File: config.mk
export PLATFORM = sky130hd
export DESIGN_NAME = nf_identifier_regs
export DESIGN_NICKNAME = d
export VERILOG_FILES = /design/src/rtl/nf_identifier_regs.sv
export SDC_FILE = /design/constraint.sdc
export NUM_CORES = 1
export LEC_CHECK = 0
export CELL_PAD_IN_SITES_DETAIL_PLACEMENT = 1
export CELL_PAD_IN_SITES_GLOBAL_PLACEMENT = 1
export CORE_AREA = 2 2 164 166
export CTS_CLUSTER_DIAMETER = 100
export DETAILED_ROUTE_END_ITERATION = 8
export DIE_AREA = 0 0 166 168
export PLACE_DENSITY_LB_ADDON = 0.1
export REMOVE_ABC_BUFFERS = 1
export SKIP_CTS_REPAIR_TIMING = 1
export SYNTH_ARGS = -nofsm -noshare
export SYNTH_HDL_FRONTEND = slang
export SYNTH_SLANG_ARGS = --single-unit
export TNS_END_PERCENT = 1
File: constraint.sdc
create_clock -name S_AXI_ACLK -period 12.9 [get_ports S_AXI_ACLK]
set_input_delay 1.29 -clock S_AXI_ACLK [delete_from_list [all_inputs] [get_ports S_AXI_ACLK]]
set_output_delay 1.29 -clock S_AXI_ACLK [all_outputs]
set_load 0.005 [all_outputs]
File: src/rtl/nf_identifier_regs.sv
// nf_identifier_regs
//   AXI4-Lite identifier/status register block. It serves a parameter-defined
//   table of read-only ID words, a byte-writable scratch register, a 64-bit
//   uptime counter and a saturating error counter. The upper half of the
//   uptime counter is read through a snapshot so the host gets a coherent
//   64-bit value.
//
//   Register map (word index w = addr[C_DECODE_BITS-1:2], N = C_NUM_ID_WORDS):
//     w <  N   ID[w]      RO
//     w == N   SCRATCH    RW, byte strobes
//     w == N+1 UPTIME_LO  RO, reading it snapshots UPTIME[63:32]
//     w == N+2 UPTIME_HI  RO, returns the snapshot
//     w == N+3 ERR_CNT    RO, saturating count of SLVERR responses
//     other    unmapped   SLVERR, RDATA = 0
//
//   FSM states:
//     state  | meaning
//     W_IDLE | waiting for AW and W together; readies pulse on the handshake
//     W_RESP | BVALID held with a stable BRESP until BREADY
//     R_IDLE | waiting for AR; ARREADY pulses on the handshake
//     R_DATA | RVALID held with stable RDATA/RRESP until RREADY
//
//   Ports:
//     S_AXI_ACLK    clock for all logic
//     S_AXI_ARESET  asynchronous active-high reset
//     S_AXI_AW*     write address channel
//     S_AXI_W*      write data channel
//     S_AXI_B*      write response channel
//     S_AXI_AR*     read address channel
//     S_AXI_R*      read data channel
module nf_identifier_regs #(
  parameter int C_S_AXI_ADDR_WIDTH = 32,
  parameter int C_S_AXI_DATA_WIDTH = 32,
  parameter int C_DECODE_BITS      = 8,
  parameter int C_NUM_ID_WORDS     = 16,
  parameter logic [C_NUM_ID_WORDS*32-1:0] C_ID_WORDS = '0
) (
  input  logic                            S_AXI_ACLK,
  input  logic                            S_AXI_ARESET,
  input  logic [C_S_AXI_ADDR_WIDTH-1:0]   S_AXI_AWADDR,
  input  logic                            S_AXI_AWVALID,
  output logic                            S_AXI_AWREADY,
  input  logic [C_S_AXI_DATA_WIDTH-1:0]   S_AXI_WDATA,
  input  logic [C_S_AXI_DATA_WIDTH/8-1:0] S_AXI_WSTRB,
  input  logic                            S_AXI_WVALID,
  output logic                            S_AXI_WREADY,
  output logic [1:0]                      S_AXI_BRESP,
  output logic                            S_AXI_BVALID,
  input  logic                            S_AXI_BREADY,
  input  logic [C_S_AXI_ADDR_WIDTH-1:0]   S_AXI_ARADDR,
  input  logic                            S_AXI_ARVALID,
  output logic                            S_AXI_ARREADY,
  output logic [C_S_AXI_DATA_WIDTH-1:0]   S_AXI_RDATA,
  output logic [1:0]                      S_AXI_RRESP,
  output logic                            S_AXI_RVALID,
  input  logic                            S_AXI_RREADY
);

  localparam int WI = C_DECODE_BITS - 2;
  localparam logic [WI-1:0] W_SCR  = WI'(C_NUM_ID_WORDS);
  localparam logic [WI-1:0] W_UPLO = WI'(C_NUM_ID_WORDS + 1);
  localparam logic [WI-1:0] W_UPHI = WI'(C_NUM_ID_WORDS + 2);
  localparam logic [WI-1:0] W_ERR  = WI'(C_NUM_ID_WORDS + 3);
  localparam logic [1:0] RESP_OKAY   = 2'b00;
  localparam logic [1:0] RESP_SLVERR = 2'b10;

  typedef enum logic {W_IDLE, W_RESP} w_state_t;
  typedef enum logic {R_IDLE, R_DATA} r_state_t;

  w_state_t w_state;
  r_state_t r_state;

  logic [31:0] scratch;
  logic [63:0] uptime;
  logic [31:0] uptime_hi_snap;
  logic [31:0] err_cnt;

  logic [WI-1:0] w_idx;
  logic [WI-1:0] r_idx;
  logic          wr_hs;
  logic          ar_hs;
  logic          wr_err;
  logic          rd_err;
  logic [31:0]   id_word;
  logic [31:0]   rd_data_nxt;
  logic [1:0]    err_inc;
  logic [32:0]   err_sum;

  // Only the local offset is decoded; the rest of the address is don't-care.
  logic unused_addr_bits;
  assign unused_addr_bits = ^{S_AXI_AWADDR[C_S_AXI_ADDR_WIDTH-1:C_DECODE_BITS],
                              S_AXI_AWADDR[1:0],
                              S_AXI_ARADDR[C_S_AXI_ADDR_WIDTH-1:C_DECODE_BITS],
                              S_AXI_ARADDR[1:0]};

  assign w_idx = S_AXI_AWADDR[C_DECODE_BITS-1:2];
  assign r_idx = S_AXI_ARADDR[C_DECODE_BITS-1:2];

  // Readies are decoded from state so a write can be accepted every other
  // cycle; they are held low while reset is asserted.
  assign wr_hs = (w_state == W_IDLE) && S_AXI_AWVALID && S_AXI_WVALID && !S_AXI_ARESET;
  assign ar_hs = (r_state == R_IDLE) && S_AXI_ARVALID && !S_AXI_ARESET;

  assign S_AXI_AWREADY = wr_hs;
  assign S_AXI_WREADY  = wr_hs;
  assign S_AXI_ARREADY = ar_hs;

  assign wr_err = (w_idx != W_SCR);

  always_comb begin
    id_word = '0;
    for (int i = 0; i < C_NUM_ID_WORDS; i++) begin
      if (int'(r_idx) == i) id_word = C_ID_WORDS[32*i +: 32];
    end
  end

  always_comb begin
    rd_data_nxt = '0;
    rd_err      = 1'b0;
    if (r_idx < W_SCR)        rd_data_nxt = id_word;
    else if (r_idx == W_SCR)  rd_data_nxt = scratch;
    else if (r_idx == W_UPLO) rd_data_nxt = uptime[31:0];
    else if (r_idx == W_UPHI) rd_data_nxt = uptime_hi_snap;
    else if (r_idx == W_ERR)  rd_data_nxt = err_cnt;
    else                      rd_err      = 1'b1;
  end

  // Both channels can fail in the same cycle, so the increment is 0..2.
  assign err_inc = {1'b0, ar_hs & rd_err} + {1'b0, wr_hs & wr_err};
  assign err_sum = {1'b0, err_cnt} + {31'd0, err_inc};

  always_ff @(posedge S_AXI_ACLK or posedge S_AXI_ARESET) begin
    if (S_AXI_ARESET) begin
      w_state      <= W_IDLE;
      S_AXI_BVALID <= 1'b0;
      S_AXI_BRESP  <= RESP_OKAY;
    end else begin
      case (w_state)
        W_IDLE: if (wr_hs) begin
          S_AXI_BVALID <= 1'b1;
          S_AXI_BRESP  <= wr_err ? RESP_SLVERR : RESP_OKAY;
          w_state      <= W_RESP;
        end
        W_RESP: if (S_AXI_BREADY) begin
          S_AXI_BVALID <= 1'b0;
          w_state      <= W_IDLE;
        end
        default: w_state <= W_IDLE;
      endcase
    end
  end

  always_ff @(posedge S_AXI_ACLK or posedge S_AXI_ARESET) begin
    if (S_AXI_ARESET) begin
      r_state      <= R_IDLE;
      S_AXI_RVALID <= 1'b0;
      S_AXI_RDATA  <= '0;
      S_AXI_RRESP  <= RESP_OKAY;
    end else begin
      case (r_state)
        R_IDLE: if (ar_hs) begin
          S_AXI_RVALID <= 1'b1;
          S_AXI_RDATA  <= rd_data_nxt;
          S_AXI_RRESP  <= rd_err ? RESP_SLVERR : RESP_OKAY;
          r_state      <= R_DATA;
        end
        R_DATA: if (S_AXI_RREADY) begin
          S_AXI_RVALID <= 1'b0;
          r_state      <= R_IDLE;
        end
        default: r_state <= R_IDLE;
      endcase
    end
  end

  always_ff @(posedge S_AXI_ACLK or posedge S_AXI_ARESET) begin
    if (S_AXI_ARESET) begin
      scratch        <= '0;
      uptime         <= '0;
      uptime_hi_snap <= '0;
      err_cnt        <= '0;
    end else begin
      uptime <= uptime + 64'd1;
      if (wr_hs && !wr_err) begin
        for (int b = 0; b < 4; b++) begin
          if (S_AXI_WSTRB[b]) scratch[8*b +: 8] <= S_AXI_WDATA[8*b +: 8];
        end
      end
      // Snapshot taken in the same cycle the low word is sampled.
      if (ar_hs && (r_idx == W_UPLO)) uptime_hi_snap <= uptime[63:32];
      err_cnt <= err_sum[32] ? 32'hFFFF_FFFF : err_sum[31:0];
    end
  end

endmodule

==> reports/results.ini, run 1 <==
[outcome]
status=complete, no violations

[synthesis]
synth_edf_count=0
async_flop_share=1.00
syn_area_sq_um=9020
synth_ff_type=dfrtp_1
synth-seq-cells=198
ys_seq_area_frac=0.550
synth_area_per_cell_sq_um=12.9
synthAdderAreaFrac=0.00500
ys_warn_count=0
synthSimpleGateAreaFrac=0.139
synth_top_cell_area_share=0.550
synth_area_leaders=dfrtp_1, mux2_2, mux4_2
synth_top_area_cell=dfrtp_1
synth-xor-area-share=0.0826
muxShareOfSynthArea=0.161
synth_compound_area_frac=0.0426
ys_types=47
synth_top_family_by_area=multiplexers
syn_inst=700

[placement]
place_congestion=0.809
pre_cts_slack_ns=7.15
port_buffers=93
dp_hpwl_mm=16.1

[setup_path]
cp-end-kind=register
cp-start-kind=input pin
crit_type=input pin to register
reg2regPathDepth=11
worst-path-max-fanout=77
reg2reg_setup_slack_ns=9.10
cp.required_ns=13.24
worstPathArrival_ns=5.60

[die]
die_h_um=168
die-area_sq_um=27900
ioPinCount=148
start_util=0.342
core-area_sq_um=26400
core.rowCount=60
die_x_um=166

[clock_tree]
root_buffer=clkbuf_16
cts.clk_slew.worst_paths_ns=0.08
cts_buffer_depth=2
worstSkewPairLatency_ns=0.43
cts_sinks=198
cts_tree=done
numCtsBuffers=17
h-tree-depth=4

[min_path]
holdPathStages=1
min_path_type=register to register

[drt]
dr.pass1.iters=6
postRouteAntennaNets=0
vias_per_cell=5.26
routed_wl_mm=23.2
drcViolationCount=0
vias=6040
wl_per_cell_um=20.2
drt_iter0_markers=290

[global_routing]
grtUsageMet3=0.0343
grt_overflow=0
use_met2=0.307
track_usage=0.177
grt_pass1_wl_mm=38.8
busiest_layer=met2
grt_pass1_vias=6877
grt_max_degree=78
grtUsageMet1=0.231
antenna_found_initial=0

[cells_and_area]
n_fill_cell=2771
area_delta_synth_final_pct=20.8
drive_above_1_share=0.191
n_antenna_cell=0
fin_nets=904

[timing]
fin_ws_ns=7.64
slew_viol_final=0
max_slew_margin=0.343
hold_viol=0
finalSetupTns_ns=0
timing.hold.ws_ns=0.492
setup_viol=0
fin_skew_ns=0.0132
fin_crit_ns=5.26
fmax_mhz=190
tightestPinTransition_ns=0.986
rsz0062_at_grt=no
fin_crit_sh=0.408

[power]
p_per_area_nw_per_um2=113
vdd_drop_max_uv=72.6
p_leak_nw=5.05

[run]
drv_cap=0

[logic make-up (layout without fill, tap and decap cells)]
logic type	after synthesis	in the layout
and+or+nand+nor	224	224
DFF	198	198
muxes	97	97
xor gates and xnor gates	85	85
AOI/OAI and AO/OA	49	49
buffers and inverters	43	149
adders and majority gates	3	3
other	1	2
[sequential cells by signal (all words and copies together) (netlist names)]
register / flops
r_state: 1
w_state: 1
S_AXI_RDATA: 32
S_AXI_BRESP: 1
S_AXI_BVALID: 1
S_AXI_RRESP: 1
scratch: 32
err_cnt: 32
S_AXI_RVALID: 1
uptime: 64
uptime_hi_snap: 32
[worst max-delay path, cell delays in order]
cell and delay [ns]:
clkdlybuf4s50_1 0.53, inv_8 0.42, nand3_2 0.12, buf_4 0.33
a21oi_1 0.31, fa_1 0.29, ha_1 0.20, nand3_1 0.29
nor2_1 0.53, and3_1 0.42, nand2_2 0.48, o21ai_0 0.27
[where the power goes]
part / internal [mW] / switching, mW / total [mW]
sequential: 0.634 / 0.0135 / 0.648
clock: 0.257 / 0.252 / 0.510
combinational: 0.0392 / 0.0364 / 0.0756
total: 0.931 / 0.302 / 1.23
[routing by layer]
metal / vias to the layer above / wire (um)
li1: 2740 / -
met2: 104 / 11800
met3: 25 / 686
met1: 3171 / 10500
met4: 0 / 275
met5: - / 0
[cell usage after synthesis (2+ instances only)]
master,instances
dfrtp_1,198
mux2_2,64
nand2_1,62
xnor2_1,49
nand4_1,39
xor2_1,36
a22o_1,32
mux4_2,32
nand3_1,31
nor2_1,28
clkbuf_1,17
inv_1,15
and3_1,14
nor3_1,9
nor4_1,9
and4_1,8
o21ai_0,5
a21oi_1,4
buf_1,4
buf_2,4
nor2b_1,4
a31oi_1,3
buf_4,3
a21o_1,2
a41oi_1,2
ha_1,2
nand2b_1,2
nand4_2,2
nor4_4,2
[path summary, 6_finish.rpt]
kind | startpoint | end
setup / recovery | S_AXI_ARESET | err_cnt[7]
hold / removal | w_state | S_AXI_BVALID
setup reg to reg | r_state | err_cnt[7]
hold reg to reg | w_state | S_AXI_BVALID
max in group asynchronous | S_AXI_ARESET | uptime[22]
min in group asynchronous | S_AXI_ARESET | S_AXI_RDATA[1]
[layout by cell type (no fill, tap or decap), types with 3 or more instances in the layout]
cell type,count
nand3_1,30
a21oi_1,4
a31oi_1,3
nor2b_1,4
inv_6,3
and3_1,14
inv_1,14
xor2_1,36
xnor2_1,49
inv_8,4
dfrtp_1,198
clkdlybuf4s50_1,91
a22o_1,32
nand2_1,62
nor3_1,9
o21ai_0,5
buf_4,9
clkinvlp_4,5
and4_1,8
nor2_1,28
clkbuf_16,17
mux2_2,64
nand4_1,39
nor4_1,9
mux4_2,32
nor4_4,3
[area by class of cell]
cell class | instances | area [sq um] | share of cell area
well taps | 341 | 427 | 0.0392
inverters | 15 | 63.8 | 0.00586
repair buffers | 102 | 988 | 0.0908
clock buffers | 18 | 439 | 0.0403
clock inverters | 14 | 116 | 0.0107
flip-flops and latches | 198 | 4950 | 0.455
multi-input cells | 460 | 3900 | 0.358
[stage by stage]
stage,instances,utilization,power [mW],cell area (sq um)
finish,1148,0.413,1.23,10900
global route,1148,0.413,1.28,10900
CTS,1148,0.413,1.25,10900
detailed placement,1116,0.392,0.737,10300
global placement,1116,0.392,0.733,10300
floorplan,673,-,0.693,8900
Note: power is estimated with default switching activity, not from simulation.
==> run 2, diff against run 1 <==
clock period = 5.25 ns   (was 12.9 ns; I/O delays follow)
==> reports/results.ini, run 2 (synthesized netlist as in run 1, its figures left out) <==
[drt]
postRouteAntennaNets=0  ; unchanged
drcViolationCount=0  ; unchanged
drt_iter0_markers=226  ; -22%
routed_wl_mm=23.2  ; -0.19%
dr.pass1.iters=4  ; -2
vias_per_cell=5.21  ; -0.90%
wl_per_cell_um=20.1  ; -0.45%
vias=6001  ; -0.65%

[setup_path]
worstPathArrival_ns=4.04  ; -1.56 ns
reg2reg_setup_slack_ns=1.78  ; -7.32 ns
r2r_end=err_cnt[0]
cp-start-kind=input pin
cp_cell_sequence=clkdlybuf4s50_1, and4bb_2, a21boi_0, fa_1, ha_1, nand3_1, buf_4, nor2_1, and3_1, nand2_2, nand2b_1
path_delay_family=simple AND/OR/NAND/NOR gates
cp.required_ns=5.60  ; -7.64 ns
cp-end-kind=register
worst-path-max-fanout=28  ; -64%
slowest_stage=clkdlybuf4s50_1
cp_num_buf_inv=2  ; -1
max_stage_delay_ns=0.51  ; -0.02 ns
rr_startpoint=w_state
reg2regPathDepth=10  ; -1
crit_type=input pin to register

[power]
p_sw_frac=0.232  ; -0.0134
seq_power_share=0.519  ; -0.006
p_leak_nw=5.07  ; +0.47%
p_per_area_nw_per_um2=281  ; +150%
finalPower_mw=3.07  ; +150%
power.share.clock=0.420  ; +0.007
intPower_mw=2.36  ; +150%
p_comb_frac=0.061  ; about the same
p_sw_mw=0.711  ; +140%
vdd_drop_max_uv=158  ; +120%

[die]
die_h_um=168  ; unchanged
core.rowCount=60  ; unchanged
core-area_sq_um=26400  ; unchanged
start_util=0.342  ; unchanged
die_x_um=166  ; unchanged
die-area_sq_um=27900  ; unchanged
ioPinCount=148  ; unchanged

[timing]
max_slew_margin=0.258  ; -0.0847
fin_ws_ns=1.56  ; -6.08 ns
fin_crit_sh=0.703
rsz0062_at_grt=no
fin_skew_ns=0.0103  ; -0.00290 ns
fin_crit_ns=3.69
hold_viol=0  ; unchanged
finalSetupTns_ns=0  ; unchanged
tightestPinTransition_ns=1.11  ; +0.127 ns
setup_viol=0  ; unchanged
slew_viol_final=0  ; unchanged
fmax_mhz=271
timing.hold.ws_ns=0.470  ; -0.0218 ns

[cells_and_area]
n_antenna_cell=0  ; unchanged
n_fill_cell=2739  ; -1.2%
fin_nets=907  ; +0.33%
layout.cells.non_filler=1151  ; +0.26%
final_area_sq_um=10900  ; +0.30%
area_delta_synth_final_pct=21.1
final_common_cell=dfrtp_1
largest_register_ffs=64  ; unchanged
layout_common_cells=dfrtp_1, clkdlybuf4s50_1, mux2_2
drive_above_1_share=0.190  ; -0.000707
top_register=uptime
fin_util=0.415  ; +0.00123

[global_routing]
antenna_found_initial=0  ; unchanged
grt_overflow=0  ; unchanged
track_usage=0.174  ; -0.00303
grt_pass1_wl_mm=38.0  ; -2.2%
grt_max_degree=84  ; +7.7%
grt_pass1_vias=6684  ; -2.8%

[clock_tree]
cts.clk_slew.worst_paths_ns=0.07  ; about the same
cts_sinks=198  ; unchanged
numCtsBuffers=17  ; unchanged
cts_tree=done
h-tree-depth=4  ; unchanged
worstSkewPairLatency_ns=0.43  ; about the same
cts_buffer_depth=2  ; unchanged
root_buffer=clkbuf_16

[outcome]
status=complete, no violations

[placement]
dp_cells=1119  ; +0.27%
pre_cts_slack_ns=1.02  ; -6.13 ns
dp_hpwl_mm=16.2  ; +0.61%
place_area_sq_um=10400  ; +0.22%
place_congestion=0.798  ; -1.3%
port_buffers=93  ; unchanged

[run]
drv_cap=0  ; unchanged

[min_path]
min_path_type=input pin to async pin

## run 2: worst max-delay path by stage
stage / start / endpoint / slack (ns) / depth (start not counted)
after floorplan: S_AXI_ARESET / uptime_hi_snap[0] / -5.75 / 5
after global placement: S_AXI_ARESET / err_cnt[0] / 1.14 / 12
after detailed placement: S_AXI_ARESET / err_cnt[3] / 1.02 / 12
after CTS: S_AXI_ARESET / err_cnt[3] / 1.47 / 12
after global routing: S_AXI_ARESET / err_cnt[3] / 1.23 / 12
final: S_AXI_ARESET / err_cnt[0] / 1.56 / 11
## run 2: layout make-up
class / count / area, sq um / area share
Sequential cell: 198 / 4950 / 0.454
Timing Repair Buffer: 105 / 1010 / 0.0926
Multi-Input combinational cell: 460 / 3900 / 0.357
Tap cell: 341 / 427 / 0.0391
Inverter: 15 / 63.8 / 0.00584
Clock inverter: 12 / 129 / 0.0118
Clock buffer: 20 / 437 / 0.0400
## run 2: worst reg2reg max path: stages, from the launching register on
cell and delay [ns]:
dfrtp_1 0.41, and4bb_2 0.40, a21boi_0 0.31, fa_1 0.30, ha_1 0.21, nand3_1 0.08, buf_4 0.17, nor2_1 0.40
and3_1 0.41, nand2_2 0.45, nand2b_1 0.25
## run 2: per-layer routing
| metal | part of all wire | global-route usage | vias to the layer above |
|---|---|---|---|
| met1 | 0.47 | 0.237 | 3171 |
| li1 | - | - | 2736 |
| met2 | 0.50 | 0.295 | 76 |
| met4 | 0.011 | 0.0420 | 0 |
| met3 | 0.021 | 0.0249 | 18 |
| met5 | 0 | 0 | - |
## run 2: power groups by stage
stage / clock network, mW / logic, mW / registers, mW
final: 1.29 / 0.187 / 1.59
after CTS: 1.32 / 0.195 / 1.59
after floorplan: 0 / 0.0899 / 1.61
after global routing: 1.39 / 0.212 / 1.60
after detailed placement: 0 / 0.193 / 1.62
after global placement: 0 / 0.185 / 1.62
